File: src/rtl/dma_bus_arbiter_if.sv
`default_nettype none
// +----------------------------------------------------------------------+
// | Module      : dma_bus_arbiter_if                                     |
// | Description : Core-side and memory-side bus bundle for the DMA bus   |
// |               arbiter. The arbiter takes the slave view; the core +  |
// |               memory environment takes the master view.              |
// | Revision    : 1.0 - initial release                                  |
// +----------------------------------------------------------------------+
interface dma_bus_arbiter_if;
   // core side
   logic [15:0] cpu_addr;
   logic [7:0]  cpu_data_o;
   logic        cpu_rw;
   logic        cpu_ready;
   logic [7:0]  cpu_data_i;
   // memory side
   logic [15:0] mem_addr;
   logic [7:0]  mem_data_o;
   logic        mem_rw;
   logic [7:0]  mem_data_i;
   // status
   logic        dma_busy;
   logic        dma_done;

   modport slave (
      input  cpu_addr, cpu_data_o, cpu_rw, mem_data_i,
      output cpu_ready, cpu_data_i, mem_addr, mem_data_o, mem_rw,
             dma_busy, dma_done
   );

   modport master (
      output cpu_addr, cpu_data_o, cpu_rw, mem_data_i,
      input  cpu_ready, cpu_data_i, mem_addr, mem_data_o, mem_rw,
             dma_busy, dma_done
   );
endinterface
`default_nettype wire

File: src/rtl/dma_bus_arbiter.sv
`default_nettype none
// +----------------------------------------------------------------------+
// | Module      : dma_bus_arbiter                                        |
// | Description : Shares the memory bus between the 6502 core and a      |
// |               page-copy DMA engine. A core write to TRIGGER_ADDR     |
// |               stalls the core and copies XFER_LEN bytes from         |
// |               {page,8'h00} to DEST_ADDR with read/write pairs.       |
// |               Optional: DMA_PARITY_ALIGN_EN inserts one ALIGN cycle  |
// |               so that every READ falls on an even parity cycle.      |
// | Revision    : 1.0 - initial release                                  |
// +----------------------------------------------------------------------+
module dma_bus_arbiter #(
   parameter logic [15:0] TRIGGER_ADDR = 16'h4014,
   parameter logic [15:0] DEST_ADDR    = 16'h2004,
   parameter int unsigned XFER_LEN     = 256
) (
   input  wire logic          clk,
   input  wire logic          rst_n,
   dma_bus_arbiter_if.slave   bus
);

   // idx counts up to XFER_LEN (max 256), hence 9 bits
   localparam logic [8:0] LAST_IDX = 9'(XFER_LEN);

   typedef enum logic [2:0] {
      ST_IDLE    = 3'd0,
      ST_PENDING = 3'd1,
`ifdef DMA_PARITY_ALIGN_EN
      ST_ALIGN   = 3'd2,
`endif
      ST_READ    = 3'd3,
      ST_WRITE   = 3'd4,
      ST_RESUME  = 3'd5
   } state_t;

   state_t     r_state;
   state_t     w_state_nxt;
   logic [7:0] r_page;
   logic [7:0] w_page_nxt;
   logic [8:0] r_idx;
   logic [8:0] w_idx_nxt;
   logic [8:0] w_idx_inc;
   logic       w_trigger;

   assign w_trigger = !bus.cpu_rw && (bus.cpu_addr == TRIGGER_ADDR);
   assign w_idx_inc = r_idx + 9'd1;

`ifdef DMA_PARITY_ALIGN_EN
   logic r_parity;

   // Free-running cycle phase; only the alignment decision observes it
   always_ff @(posedge clk or negedge rst_n) begin
      if (!rst_n) r_parity <= 1'b0;
      else        r_parity <= ~r_parity;
   end
`endif

   // State, source page and byte index registers
   always_ff @(posedge clk or negedge rst_n) begin
      if (!rst_n) begin
         r_state <= ST_IDLE;
         r_page  <= 8'h00;
         r_idx   <= 9'd0;
      end else begin
         r_state <= w_state_nxt;
         r_page  <= w_page_nxt;
         r_idx   <= w_idx_nxt;
      end
   end

   // Next-state logic: trigger detection, halt-cycle wait and copy loop
   always_comb begin
      w_state_nxt = r_state;
      w_page_nxt  = r_page;
      w_idx_nxt   = r_idx;
      case (r_state)
         ST_IDLE, ST_RESUME: begin
            if (w_trigger) begin
               w_page_nxt  = bus.cpu_data_o;
               w_idx_nxt   = 9'd0;
               w_state_nxt = ST_PENDING;
            end else begin
               w_state_nxt = ST_IDLE;
            end
         end
         ST_PENDING: begin
            // Core writes keep flowing; the first core read is the halt cycle
            if (w_trigger) begin
               w_page_nxt = bus.cpu_data_o;
            end else if (bus.cpu_rw) begin
`ifdef DMA_PARITY_ALIGN_EN
               // Next cycle parity is ~r_parity; pad if that would be odd
               w_state_nxt = r_parity ? ST_READ : ST_ALIGN;
`else
               w_state_nxt = ST_READ;
`endif
            end
         end
`ifdef DMA_PARITY_ALIGN_EN
         ST_ALIGN: begin
            w_state_nxt = ST_READ;
         end
`endif
         ST_READ: begin
            w_state_nxt = ST_WRITE;
         end
         ST_WRITE: begin
            w_idx_nxt   = w_idx_inc;
            w_state_nxt = (w_idx_inc == LAST_IDX) ? ST_RESUME : ST_READ;
         end
         default: begin
            w_state_nxt = ST_IDLE;
         end
      endcase
   end

   // Bus mux and status outputs: DMA drives memory only in ALIGN/READ/WRITE
   always_comb begin
      bus.mem_addr   = bus.cpu_addr;
      bus.mem_data_o = bus.cpu_data_o;
      bus.mem_rw     = bus.cpu_rw;
      bus.cpu_ready  = (r_state == ST_IDLE);
      bus.dma_busy   = (r_state != ST_IDLE);
      bus.dma_done   = (r_state == ST_RESUME);
      bus.cpu_data_i = bus.mem_data_i;
      case (r_state)
`ifdef DMA_PARITY_ALIGN_EN
         ST_ALIGN: begin
            bus.mem_addr = bus.cpu_addr;
            bus.mem_rw   = 1'b1;
         end
`endif
         ST_READ: begin
            // page is fixed: idx[8] never carries into the source page
            bus.mem_addr = {r_page, r_idx[7:0]};
            bus.mem_rw   = 1'b1;
         end
         ST_WRITE: begin
            // memory returns the READ byte during this cycle
            bus.mem_addr   = DEST_ADDR;
            bus.mem_rw     = 1'b0;
            bus.mem_data_o = bus.mem_data_i;
         end
         default: begin
         end
      endcase
   end

endmodule
`default_nettype wire
File: src/flat_wrapper.sv
// flat-port wrapper written by rule: the top's interface ports become plain ports
module dma_bus_arbiter_flat 
#(
   parameter logic [15:0] TRIGGER_ADDR = 16'h4014,
   parameter logic [15:0] DEST_ADDR    = 16'h2004,
   parameter int unsigned XFER_LEN     = 256
)
  (clk, rst_n, bus_cpu_addr, bus_cpu_data_o, bus_cpu_rw, bus_mem_data_i, bus_cpu_ready, bus_cpu_data_i, bus_mem_addr, bus_mem_data_o, bus_mem_rw, bus_dma_busy, bus_dma_done);
  dma_bus_arbiter_if bus_i ();
  input  wire logic clk;
  input  wire logic rst_n;
  input wire logic [$bits(bus_i.cpu_addr)-1:0] bus_cpu_addr;
  input wire logic [$bits(bus_i.cpu_data_o)-1:0] bus_cpu_data_o;
  input wire logic [$bits(bus_i.cpu_rw)-1:0] bus_cpu_rw;
  input wire logic [$bits(bus_i.mem_data_i)-1:0] bus_mem_data_i;
  output wire logic [$bits(bus_i.cpu_ready)-1:0] bus_cpu_ready;
  output wire logic [$bits(bus_i.cpu_data_i)-1:0] bus_cpu_data_i;
  output wire logic [$bits(bus_i.mem_addr)-1:0] bus_mem_addr;
  output wire logic [$bits(bus_i.mem_data_o)-1:0] bus_mem_data_o;
  output wire logic [$bits(bus_i.mem_rw)-1:0] bus_mem_rw;
  output wire logic [$bits(bus_i.dma_busy)-1:0] bus_dma_busy;
  output wire logic [$bits(bus_i.dma_done)-1:0] bus_dma_done;
  assign bus_i.cpu_addr = bus_cpu_addr;
  assign bus_i.cpu_data_o = bus_cpu_data_o;
  assign bus_i.cpu_rw = bus_cpu_rw;
  assign bus_i.mem_data_i = bus_mem_data_i;
  assign bus_cpu_ready = bus_i.cpu_ready;
  assign bus_cpu_data_i = bus_i.cpu_data_i;
  assign bus_mem_addr = bus_i.mem_addr;
  assign bus_mem_data_o = bus_i.mem_data_o;
  assign bus_mem_rw = bus_i.mem_rw;
  assign bus_dma_busy = bus_i.dma_busy;
  assign bus_dma_done = bus_i.dma_done;
  dma_bus_arbiter #(.TRIGGER_ADDR(TRIGGER_ADDR), .DEST_ADDR(DEST_ADDR), .XFER_LEN(XFER_LEN)) u_core (.clk(clk), .rst_n(rst_n), .bus(bus_i));
endmodule
File: config.mk
export PLATFORM = sky130hd
export DESIGN_NAME = dma_bus_arbiter_flat
export DESIGN_NICKNAME = d
export VERILOG_FILES = /design/src/rtl/dma_bus_arbiter_if.sv /design/src/rtl/dma_bus_arbiter.sv /design/src/flat_wrapper.sv
export SDC_FILE = /design/constraint.sdc
export NUM_CORES = 1
export LEC_CHECK = 0
export CORE_MARGIN = 2
export CORE_UTILIZATION = 40
export DETAILED_ROUTE_END_ITERATION = 10
export HOLD_SLACK_MARGIN = 0.08
export PLACE_DENSITY = 0.81
export SYNTH_ARGS = -nofsm -noshare
export SYNTH_HDL_FRONTEND = slang
export SYNTH_SLANG_ARGS = --single-unit
File: constraint.sdc
create_clock -name clk -period 2.3 [get_ports clk]
set_input_delay 0.345 -clock clk [delete_from_list [all_inputs] [get_ports clk]]
set_output_delay 0.345 -clock clk [all_outputs]
set_load 0.1 [all_outputs]
==> impl_metrics.py, run 1 <==
metrics = {
    "clock_tree": {
        "cts-root-buf": "clkbuf_4",
        "clock-sinks": 20,
        "cts_max_level": 1,
        "postCtsHoldBufs": 0,
        "path_clk_slew_ns": 0.11,
        "cts-buffers-inserted": 3,
        "cts_tree": "built",
        "post_cts_buffers": 0,
        "clk_latency_ns": 0.31,
        "cts_buffer_depth": 2,
    },
    "logic_synthesis": {
        "yosysWarnings": 0,
        "ys_seq_elements": 20,
        "synth_cell_type_count": 39,
        "async_flop_share": 1.00,
        "synth_edf_count": 0,
        "syn_avg_cell_area_um2": 8.75,
        "synthCells": 157,
        "syn_area_um2": 1370,
        "dominantRegCellSynth": "dfrtp_1",
        "synthesis.nets": 193,
        "ys_seq_area_frac": 0.364,
    },
    "timing": {
        "max_freq_ghz": 0.453,
        "max-slew-margin-rel": 0.730,
        "final.period_utilization": 0.960,
        "tns_ns": 0,
        "drv_slew": 0,
        "hold_slack_ns": 0.361,
        "worstMarginPinSlew_ns": 0.399,
        "period_needed_ns": 2.21,
        "skew_ns": 0.00345,
        "hold_viol": 0,
        "rsz0062_at_grt": "no",
        "setup_viol_count_final": 0,
    },
    "global_routing": {
        "grt_usage": 0.224,
        "grt_pass1_wl_um": 7030,
        "first_global_vias": 1518,
        "grt_max_degree": 21,
        "grt_overflow": 0,
        "antenna_found_initial": 0,
    },
    "detailed_routing": {
        "vias_per_cell": 5.48,
        "maxUsedRoutingLayer": "met4",
        "drt-total-wl_um": 4230,
        "wl_per_cell_um": 15.3,
        "wl_met2_um": 2150,
        "route.detailed.drc": 0,
        "drtIter0Drc": 69,
        "wl_met3_um": 304,
        "met1Wirelength_um": 1720,
        "ant_nets": 0,
        "firstDrtPassIters": 4,
        "vias": 1512,
    },
    "floorplanning": {
        "die_h_um": 62.6,
        "die_w_um": 62.6,
        "initial_core_util": 0.415,
        "rows": 21,
        "ios": 71,
        "die-area_um2": 3920,
        "core_region_area_um2": 3310,
    },
    "setup_path": {
        "crit_arrival_ns": 1.86,
        "endpoint_kind": "primary output",
        "path_max_fanout": 8,
        "start_kind": "flip-flop",
        "cp.required_ns": 1.96,
        "critPathKind": "flip-flop to primary output",
    },
    "place": {
        "globalplace.congestion": 0.804,
        "place_area_um2": 2510,
        "hpwl_um": 3340,
        "io_buffers": 70,
    },
    "cells_and_area": {
        "nets": 267,
        "layout-drive-gt1-share": 0.357,
        "num_antenna_cells": 0,
        "area_growth_pct": 86.5,
        "finish.instance_area_um2": 2560,
    },
    "power_and_ir_drop": {
        "p_total_mw": 0.825,
        "p_per_area_nw_per_um2": 322,
        "ir_drop_uv": 234,
        "leakage_nw": 1.12,
    },
    "status": {
        "status": "complete, no violations",
    },
    "job": {
        "maxCapViolCount": 0,
    },
    "worst_hold_path": {
        "hp-class": "input port to async pin",
    },
}
[sequential cells by signal, indices dropped and copies added (netlist names)]
name,count
u_core.r_idx,9
u_core.r_page,8
u_core.r_state,3
[cell usage in the layout (no fill, tap or decap), types with 2 or more instances in the layout]
cell             synthesis  final
clkdlybuf4s50_1          0     34
buf_12                   0     34
nand2_1                 33     32
dfrtp_1                 20     20
buf_4                    8     17
a22o_2                   0      8
mux2_2                   8      8
inv_1                    8      7
nand3_1                  7      7
a22o_1                  14      6
o211ai_1                 6      6
nor2_1                   5      4
o21ai_0                  4      4
or3_1                    4      3
clkbuf_4                 0      3
nor3b_2                  1      2
nor4_1                   2      2
nand2b_1                 2      2
nand4_1                  2      2
o31ai_1                  2      2
nor2b_1                  2      2
a31oi_1                  2      2
[worst paths after layout]
check,start,slack (ns),cells after the start,endpoint
max,u_core.r_state[1],0.09,6,bus_mem_data_o[7]
max reg2reg,u_core.r_state[1],0.43,5,u_core.r_idx[7]
min,rst_n,0.36,2,u_core.r_idx[4]
min in group clk,u_core.r_page[2],0.52,1,u_core.r_page[2]
max in group asynchronous,rst_n,1.72,2,u_core.r_page[7]
min reg2reg,u_core.r_page[2],0.52,1,u_core.r_page[2]
[logic make-up (layout without fill, tap and decap cells)]
group	Yosys count	count (layout)	share of synthesized area
xor gates and xnor gates	1	1	0.00638
adders and majority gates	1	1	0.00911
muxes	9	9	0.0729
buffers and inverters	24	97	0.0893
AOI/OAI and AO/OA	34	34	0.205
DFF	20	20	0.364
and+or+nand+nor	68	68	0.253
[metal layers]
metal  track usage  vias up
met5             0        -
li1              -      711
met4        0.0722        0
met3        0.0432        8
met2         0.387       68
met1         0.282      725
[repair_timing]
item,4_1_cts,5_1_grt
gates cloned,0,0
endpoints found under the setup margin,20,2
resized for setup,3,1
endpoints found under the hold margin,0,0
[synth_stat cells, types with 2 or more instances]
master    count  area share
a22o_1       14       0.089
a31oi_1       2      0.0091
buf_2         2      0.0073
buf_4         8       0.044
clkbuf_1      6       0.016
dfrtp_1      20        0.36
inv_1         8       0.022
mux2_2        8       0.066
nand2_1      33       0.090
nand2b_1      2      0.0091
nand3_1       7       0.025
nand4_1       2      0.0091
nor2_1        5       0.014
nor2b_1       2      0.0091
nor4_1        2      0.0091
o211ai_1      6       0.033
o21ai_0       4       0.015
o31ai_1       2       0.011
or3_1         4       0.018
[where the power goes]
group	leakage (nW)	switching (mW)	internal (mW)
Sequential	0.257	0.000000533	0.351
Clock	0.0210	0.109	0.0968
Combinational	0.846	0.152	0.116
Total	1.12	0.261	0.564
[metrics by stage]
| stage | std cells | worst slack, ns | util |
|---|---|---|---|
| 6_report | 276 | 0.0927 | 0.774 |
| 5_1_grt | 276 | 0.0205 | 0.774 |
| 4_1_cts | 276 | 0.0535 | 0.773 |
| 3_5_place_dp | 272 | -0.0770 | 0.759 |
| 3_3_place_gp | 272 | -0.0450 | 0.759 |
| 2_1_floorplan | 157 | -0.0558 | - |
[layout make-up]
class	instances	area [um^2]
clock buffer	4	36.3
sequential	20	500
tap	46	57.6
fill	234	748
multi-input combinational	113	786
inverter	8	33.8
timing repair buffer	85	1150
[critical path: stages (launching register included)]
cell and delay (ns):
dfrtp_1 0.42, buf_4 0.17, or3b_4 0.44, buf_4 0.19
nand2_1 0.07, nand2_1 0.08, buf_12 0.17
Note: power is estimated with default switching activity, not from simulation.
==> inputs of run 2 (changes only) <==
clock period = 2.8 ns   (was 2.3 ns; I/O delays follow)
==> run 2 against run 1 <==
Largest power group unchanged. Sequential share of layout area rose by 2.0 points. Utilization fell by 7.0 points. Sequential power shrank 18%. Routed wire length decreased by 1.7%. Worst hold slack better by 0.16 ns.
==> impl_metrics.py, run 2 (same netlist as run 1, synthesis figures left out) <==
metrics = {
    "setup_path": {
        "endpoint_kind": "primary output",
        "start_kind": "flip-flop",
        "r2r_slack_ns": 0.82,
        "path_max_fanout": 14,
        "crit_arrival_ns": 2.03,
        "critPathKind": "flip-flop to primary output",
        "cp.required_ns": 2.38,
    },
    "cells_and_area": {
        "final_cell_mix": "clkdlybuf4s50_1 (34), nand2_1 (33), buf_12 (24), dfrtp_1 (20), buf_4 (16)",
        "final_util": 0.704,
        "stdcell_count": 265,
        "num_antenna_cells": 0,
        "area_growth_pct": 69.6,
        "nets": 256,
        "finish.instance_area_um2": 2330,
        "top_regs": "u_core.r_idx: 9 flops, u_core.r_page: 8 flops, u_core.r_state: 3 flops",
        "fill_cells": 272,
        "ff_latch_area_um2": 500,
        "final_common_cell": "clkdlybuf4s50_1",
        "multi_input_area_um2": 764,
        "max_flop_register": "u_core.r_idx",
        "largest_reg_flops": 9,
        "layout-drive-gt1-share": 0.269,
    },
    "global_routing": {
        "first_global_vias": 1437,
        "antenna_found_initial": 0,
        "grt_overflow": 0,
        "grt_max_degree": 21,
        "grt_pass1_wl_um": 6890,
        "grt_usage": 0.215,
    },
    "detailed_routing": {
        "drt-total-wl_um": 4160,
        "vias": 1455,
        "route.detailed.drc": 0,
        "wl_per_cell_um": 15.7,
        "firstDrtPassIters": 4,
        "drtIter0Drc": 87,
        "vias_per_cell": 5.49,
        "ant_nets": 0,
    },
    "clock_tree": {
        "clock-sinks": 20,
        "cts_tree": "built",
        "path_clk_slew_ns": 0.12,
        "cts_buffer_depth": 2,
        "cts-buffers-inserted": 3,
        "clk_latency_ns": 0.30,
        "cts-root-buf": "clkbuf_4",
        "cts_max_level": 1,
    },
    "floorplanning": {
        "rows": 21,
        "die_w_um": 62.6,
        "initial_core_util": 0.415,
        "ios": 71,
        "core_region_area_um2": 3310,
        "die_h_um": 62.6,
        "die-area_um2": 3920,
    },
    "power_and_ir_drop": {
        "leakage_nw": 1.04,
        "p_per_area_nw_per_um2": 282,
        "ir_drop_uv": 190,
    },
    "place": {
        "post-place-cells": 261,
        "place_area_um2": 2290,
        "dp_slack_ns": 0.0859,
        "globalplace.congestion": 0.812,
        "io_buffers": 70,
        "hpwl_um": 3240,
    },
    "timing": {
        "final.period_utilization": 0.875,
        "setup_viol_count_final": 0,
        "fin_ws_ns": 0.351,
        "period_needed_ns": 2.45,
        "worstMarginPinSlew_ns": 0.937,
        "rsz0062_at_grt": "no",
        "drv_slew": 0,
        "max_freq_ghz": 0.408,
        "max-slew-margin-rel": 0.374,
        "hold_viol": 0,
        "skew_ns": 0.00565,
        "tns_ns": 0,
    },
    "worst_hold_path": {
        "hp-class": "flip-flop to flip-flop",
    },
    "job": {
        "maxCapViolCount": 0,
    },
    "status": {
        "status": "complete, no violations",
    },
}
run 2: cell count changes in the layout (fill, tap and decap cells not counted), sizes merged:
cell      previous run  this run
inv                  7         8
clkinvlp             1         0
buf                 51        40
run 2: final cells by class:
type,count,share of cell area
sequential,20,0.215
timing repair buffer,74,0.404
inverter,8,0.0129
multi-input combinational,113,0.328
clock buffer,4,0.0156
tap,46,0.0247
run 2: path summary, 6_finish.rpt:
| check | cells past startpoint | startpoint | to |
|---|---|---|---|
| min reg2reg | 1 | u_core.r_page[2] | u_core.r_page[2] |
| min | 1 | u_core.r_page[2] | u_core.r_page[2] |
| max | 5 | u_core.r_state[1] | bus_mem_addr[8] |
| min in group asynchronous | 1 | rst_n | u_core.r_idx[4] |
| max reg2reg | 4 | u_core.r_state[1] | u_core.r_idx[7] |
| max in group asynchronous | 1 | rst_n | u_core.r_page[0] |
run 2: routing by layer:
| metal | vias to the layer above | GRT usage | share of wire |
|---|---|---|---|
| met2 | 53 | 0.382 | 0.51 |
| met4 | 0 | 0.0361 | 0.0075 |
| met1 | 710 | 0.283 | 0.43 |
| met5 | - | 0 | 0 |
| met3 | 4 | 0.0288 | 0.053 |
| li1 | 688 | - | - |
run 2: stage by stage:
step / hold WS [ns] / power [mW]
after global routing: 0.558 / 0.676
after detailed placement: 0.499 / 0.493
after global placement: 0.495 / 0.491
final: 0.523 / 0.657
after floorplan: 0.124 / 0.400
after CTS: 0.527 / 0.663
run 2: what timing repair did:
action | in CTS | in global routing
hold buffers | 0 | 0
endpoints found under the setup margin | 0 | 14
setup buffers | 0 | 0
gates resized for setup | 0 | 1
endpoints found under the hold margin | 0 | 0
run 2: critical path, cell delays in order, from the launching register on:
cell and delay, ns:
dfrtp_1 0.52, nand2_1 0.14, nor2_1 0.06, nor2_2 0.53, a22o_1 0.29, buf_12 0.19
run 2: power by group:
group / internal, mW / leakage [nW] / switching [mW]
combinational: 0.0760 / 0.758 / 0.121
sequential: 0.289 / 0.257 / 0.000000458
clock: 0.0792 / 0.0210 / 0.0915
==> inputs of run 3 (changes only) <==
CTS_CLUSTER_SIZE = 12   (was not set)
==> results of run 3 <==
No change in the layout: final DEF, timing and power equal those of run 2.
==> RTL change 1, RTL diff (config.mk and constraints of run 1) <==
Add a define of `DMA_PARITY_ALIGN_EN`.
--- a/src/rtl/dma_bus_arbiter.sv
+++ b/src/rtl/dma_bus_arbiter.sv
@@ -10,4 +10,6 @@
 // | Revision    : 1.0 - initial release                                  |
 // +----------------------------------------------------------------------+
+`define DMA_PARITY_ALIGN_EN
+
 module dma_bus_arbiter #(
    parameter logic [15:0] TRIGGER_ADDR = 16'h4014,
Check against the original RTL: not equivalent (Yosys sat finds a counterexample within 4 cycles, from zero or initial values and one cycle with rst_n low).
==> RTL change 1 against run 1 <==
Clock power down 9%; setup slack worse by 0.015 ns; utilization grew 0.35 points; first-iteration DRC count up 29%; sequential power increased by 5%; global-route usage up 2.0 points; clock skew grew 0.0026 ns; non-clock buffer count down 4; area after synthesis is 3.0% higher; routed wire length is 9.7% higher; critical path type unchanged; total power up 0.11%; sequential cell count grew 1; design area grew 2.1%.
==> RTL change 1: results (changes against run 1) <==
The run gives 1581 (was 1518) as the number of global-route vias before repair. The tools report the weighted congestion reported at the end of routability-driven placement as 0.833 (was 0.804). The tools report the overall via count from detail_route as 1511 (was 1512). The run gives 0.00255 mm2 (was 0.00251 mm2) as the cell area after placement. The number of filler cells placed in the layout was 250 (was 234); the slew of the pin with the lowest slew margin was 0.426 ns (was 0.399 ns). The leakage power came out at 1.16 nW (was 1.12 nW).

The tools report the net count after synthesis as 197 (was 193). The buffer levels on the longest clock path was 2 (unchanged). The run gives 277 (was 276) as the non-filler instance count after layout.

The half-perimeter wire length after placement was 3670 um (was 3340 um); the switching share of total power was 33.6% (was 31.7%). The fraction of final layout cells sized beyond drive strength 1 works out to 41.1% (was 35.7%). Average size of a mapped cell: 8.79 um2 (was 8.75 um2). The maximum number of pins on one net before global-route repair is 22 (was 21), and the number of synthesis warnings is 0 (unchanged). Commonest cells post-synth: 42 x sky130_fd_sc_hd__nand2_1, 21 x sky130_fd_sc_hd__dfrtp_1, 14 x sky130_fd_sc_hd__a22o_1 (was 33 x sky130_fd_sc_hd__nand2_1, 20 x sky130_fd_sc_hd__dfrtp_1, 14 x sky130_fd_sc_hd__a22o_1).

The logs give 0.00602 ns (was 0.00345 ns) for the clock tree skew after final layout and 37.1% (was 36.4%) for the sequential fraction of the synthesis area. The tools report the largest voltage drop on the vdd net as 0.000253 V (was 0.000234 V). Slowest library cell on the worst path: sky130_fd_sc_hd__dfrtp_2 (was sky130_fd_sc_hd__or3b_4). The flow ran to the end, and the final reports show no timing, DRC or antenna violations. The worst-path maximum fanout came out at 10 (was 8). Count of routing violations after the opening detailed-route iteration: 89 (was 69).

The run gives 1.88 ns (was 1.86 ns) as the arrival time at the worst endpoint. The clock-pin slew of the registers on the worst-case setup and hold paths is 0.13 ns (was 0.11 ns), and the final layout net count is 268 (was 267). Most area-consuming cells after synthesis: sky130_fd_sc_hd__dfrtp_1 37%, sky130_fd_sc_hd__nand2_1 11%, sky130_fd_sc_hd__a22o_1 8.7%, sky130_fd_sc_hd__mux2_2 6.4%, sky130_fd_sc_hd__buf_4 4.2% (was sky130_fd_sc_hd__dfrtp_1 36%, sky130_fd_sc_hd__nand2_1 9.0%, sky130_fd_sc_hd__a22o_1 8.9%, sky130_fd_sc_hd__mux2_2 6.6%, sky130_fd_sc_hd__buf_4 4.4%). The pre-CTS setup slack is -0.0481 ns (was -0.0770 ns), and the count of TritonRoute iterations in the first routing pass is 4 (unchanged).

The run gives 4640 um (was 4230 um) as the aggregate routed wire length.
## RTL change 1: cell count changes after synthesis, moves of 3 or more
cell                       change
sky130_fd_sc_hd__nand3_1       -4
sky130_fd_sc_hd__o21ai_0       +6
sky130_fd_sc_hd__o21bai_1      +3
sky130_fd_sc_hd__o211ai_1      -6
sky130_fd_sc_hd__nand2_1       +9
sky130_fd_sc_hd__inv_1         -5
## RTL change 1: worst max-delay path, delay by kind of cell (launching register included)
| kind | cells | cell delay [ns] |
|---|---|---|
| compound gates | 1 | 0.19 |
| buf+inv | 2 | 0.35 |
| flops | 1 | 0.43 |
| simple gates | 3 | 0.58 |
## RTL change 1: logic make-up (layout without fill, tap and decap cells)
family | Yosys count | in the layout | share of synthesized area, %
DFF | 21 | 21 | 37.1
buffers and inverters | 18 | 88 | 7.07
muxes | 8 | 8 | 6.37
and+or+nand+nor | 77 | 77 | 30.0
AOI/OAI and AO/OA | 36 | 36 | 18.6
adders and majority gates | 1 | 1 | 0.884
## RTL change 1: routing by layer
layer  global-route usage, %  vias to the layer above  part of all wire, %
met5                       0                        -                    0
met4                    7.88                        0                  2.7
met3                    4.46                       14                  3.8
met2                    44.2                       46                   53
met1                    28.8                      743                   40
li1                        -                      708                    -
## RTL change 1: final cells by class
class,instances,area share (%)
flip-flops and latches,21,20.2
inverters,3,0.574
multi-input cells,122,32.0
repair buffers,81,44.0
well taps,46,2.20
clock buffers,3,0.861
clock inverters,1,0.191
## RTL change 1: final timing paths
path                              startpoint                 to  slack [ns]  depth (start not counted)
max                        u_core.r_state[0]    bus_mem_addr[6]        0.08                          6
min                                    rst_n   u_core.r_page[3]        0.35                          2
max reg2reg                u_core.r_state[1]   u_core.r_page[5]        0.49                          5
min reg2reg                  u_core.r_parity    u_core.r_parity        0.45                          1
max in group asynchronous              rst_n  u_core.r_state[0]        1.70                          2
min in group clk             u_core.r_parity    u_core.r_parity        0.45                          1
## RTL change 1: repair_timing
action	CTS	global route
setup endpoints to repair	20	16
setup buffers	2	1
gates resized for setup	4	3
pin swaps	0	1
hold buffers	0	0
endpoints found under the hold margin	0	0
## RTL change 1: power by group through the flow
stage	clock network (mW)	logic, mW	registers [mW]
after floorplan	0	0.133	0.376
after global placement	0	0.267	0.376
after detailed placement	0	0.270	0.376
after CTS	0.193	0.270	0.369
after global routing	0.205	0.277	0.369
final	0.188	0.269	0.369
## RTL change 1: stage by stage
stage / hold slack [ns] / utilization (%)
final: 0.355 / 77.8
after detailed placement: 0.429 / 75.7
after CTS: 0.365 / 77.3
after global placement: 0.402 / 75.7
after floorplan: 0.0494 / -
after global routing: 0.382 / 77.8
==> RTL change 2, RTL diff (config.mk and constraints of run 1) <==
Without the edit above. Re-encode `state_t` (5 states) as one-hot, 5 bits wide.
--- a/src/rtl/dma_bus_arbiter.sv
+++ b/src/rtl/dma_bus_arbiter.sv
@@ -23,13 +23,13 @@
    localparam logic [8:0] LAST_IDX = 9'(XFER_LEN);
 
-   typedef enum logic [2:0] {
-      ST_IDLE    = 3'd0,
-      ST_PENDING = 3'd1,
+   typedef enum logic [4:0] {
+      ST_IDLE    = 5'b00001,
+      ST_PENDING = 5'b00010,
 `ifdef DMA_PARITY_ALIGN_EN
       ST_ALIGN   = 3'd2,
 `endif
-      ST_READ    = 3'd3,
-      ST_WRITE   = 3'd4,
-      ST_RESUME  = 3'd5
+      ST_READ    = 5'b00100,
+      ST_WRITE   = 5'b01000,
+      ST_RESUME  = 5'b10000
    } state_t;
 
Function: no difference found for any inputs over 10 cycles, from zero or initial values and one cycle with rst_n low; not proved beyond that.
==> RTL change 2 against run 1 <==
Area after synthesis rose by 12%; maximum frequency fell by 0.60%; sequential cell count rose by 2; routed wire length rose by 31%; design area rose by 13%; setup slack got worse by 0.013 ns; critical path depth did not move; total power rose by 52%; hold slack improved by 0.018 ns; die area rose by 11%.
==> RTL change 2: results (changes against run 1) <==
The flow ran to the end, and the final reports show no timing, DRC or antenna violations. The count of routing violations after the opening detailed-route iteration was 86 (was 69); the final standard cell utilization of the core was 78.8% (was 77.4%). Commonest cells post-synth: 35 x sky130_fd_sc_hd__nand2_1, 21 x sky130_fd_sc_hd__dfrtp_1, 13 x sky130_fd_sc_hd__a22o_1 (was 33 x sky130_fd_sc_hd__nand2_1, 20 x sky130_fd_sc_hd__dfrtp_1, 14 x sky130_fd_sc_hd__a22o_1).

The global routing usage summed across all routing layers came out at 27.2% (was 22.4%). Number of global-route vias before repair: 1806 (was 1518). The number of cells on the worst reg-to-reg path was 6 (was 5). The buffer type at the clock tree root was sky130_fd_sc_hd__clkbuf_8 (was sky130_fd_sc_hd__clkbuf_4).

Most area-consuming cells after synthesis: sky130_fd_sc_hd__dfrtp_1 34%, sky130_fd_sc_hd__nand2_1 8.6%, sky130_fd_sc_hd__a22o_1 7.4%, sky130_fd_sc_hd__mux2_2 6.6%, sky130_fd_sc_hd__buf_4 4.4% (was sky130_fd_sc_hd__dfrtp_1 36%, sky130_fd_sc_hd__nand2_1 9.0%, sky130_fd_sc_hd__a22o_1 8.9%, sky130_fd_sc_hd__mux2_2 6.6%, sky130_fd_sc_hd__buf_4 4.4%). The wire length of the first global-routing pass was 8810 um (was 7030 um). The fraction of final layout cells sized beyond drive strength 1 is 39.6% (was 35.7%). The logs give 0.863 (was 0.804) for the weighted congestion reported at the end of routability-driven placement and 68.7% (was 73.0%) for the headroom to the max-slew limit. The clock-pin slew of the registers on the worst-case setup and hold paths was 0.09 ns (was 0.11 ns); the overall via count from detail_route was 1719 (was 1512). The clock latency on the worst-skew pair was 0.28 ns (was 0.31 ns).

Registers with the most flip-flops: u_core.r_idx x9, u_core.r_page x8, u_core.r_state x5 (was u_core.r_idx x9, u_core.r_page x8, u_core.r_state x3). The run gives 0.443 mW (was 0.261 mW) as the power spent charging and discharging nets. The tools report the net count after synthesis as 212 (was 193). The logs give 0.15 ns (was 0.43 ns) for the reg2reg setup slack and 2960 um (was 2150 um) for the met2 layer wire length in the routed design. The logs give 4410 um (was 3340 um) for the half-perimeter wire length after placement and 41 (was 39) for the number of different library cells in the post-synthesis netlist. The tools report the clock group power as 0.380 mW (was 0.206 mW). The largest voltage drop on the vdd net came out at 0.000242 V (was 0.000234 V).

The reg-to-reg endpoint is u_core.r_page[0] (was u_core.r_idx[7]). The clock tree skew after final layout was 0.00633 ns (was 0.00345 ns). Sequential fraction of the synthesis area: 36.0% (was 36.4%).

The leakage power is 1.33 nW (was 1.12 nW), and the placed instance count is 297 (was 272). Met3 track demand over resource in global routing: 5.79% (was 4.32%). The run gives -0.0842 ns (was -0.0770 ns) as the pre-CTS setup slack. The run gives 50.0% (was 38.7%) as the met2 track utilization from global routing. The ratio of total power to cell area came out at 436 mW/mm2 (was 322 mW/mm2). The logs give 277 um (was 304 um) for the routed length on met3 and 5520 um (was 4230 um) for the aggregate routed wire length.

The met1 capacity usage during global routing was 30.6% (was 28.2%). The startpoint of the lowest-slack register-to-register path was u_core.r_state[0] (was u_core.r_state[1]).
-- RTL change 2: cell count changes in the layout (fill, tap and decap cells not counted), sizes merged, moves of 2 or more --
cell	change
and3	+2
or4	+2
nor2	+4
or3	-3
nand2	+2
buf	+7
nor4	+4
o31ai	-2
nor3	+5
inv	-3
nor3b	-2
a211o	+4
o21ai	-3
-- RTL change 2: how the worst max path moves through the flow --
| stage | endpoint |
|---|---|
| 2_1_floorplan | bus_dma_busy |
| 3_3_place_gp | u_core.r_idx[4] |
| 3_5_place_dp | u_core.r_idx[6] |
| 4_1_cts | bus_mem_addr[9] |
| 5_1_grt | bus_mem_addr[9] |
| 6_report | bus_mem_addr[11] |
-- RTL change 2: area by class of cell --
| cell class | instances | share of cell area, % |
|---|---|---|
| multi-input combinational | 133 | 33.4 |
| clock buffer | 3 | 1.43 |
| tap | 48 | 2.08 |
| clock inverter | 1 | 1.04 |
| sequential | 22 | 19.1 |
| timing repair buffer | 92 | 42.3 |
| inverter | 4 | 0.521 |
-- RTL change 2: logic make-up after synthesis --
logic type	Yosys count	synth area share, %
adders and majority gates	1	0.816
xor gates and xnor gates	1	0.571
muxes	9	6.61
AOI/OAI and AO/OA	38	21.5
and+or+nand+nor	84	27.2
DFF	22	36.0
buffers and inverters	21	7.34
-- RTL change 2: repair_timing --
item                                    4_1_cts  5_1_grt
gates resized for setup                       0        6
endpoints found under the setup margin       11       25
pin swaps                                     0        0
hold endpoints to repair                      0        0
buffers inserted                              1        1
-- RTL change 2: critical path: cells and delay by family, from the launching register on --
| kind | cells | cell delay (ns) |
|---|---|---|
| AOI/OAI and AO/OA | 1 | 0.24 |
| DFF | 1 | 0.45 |
| buffers and inverters | 2 | 0.32 |
| and+or+nand+nor | 3 | 0.59 |
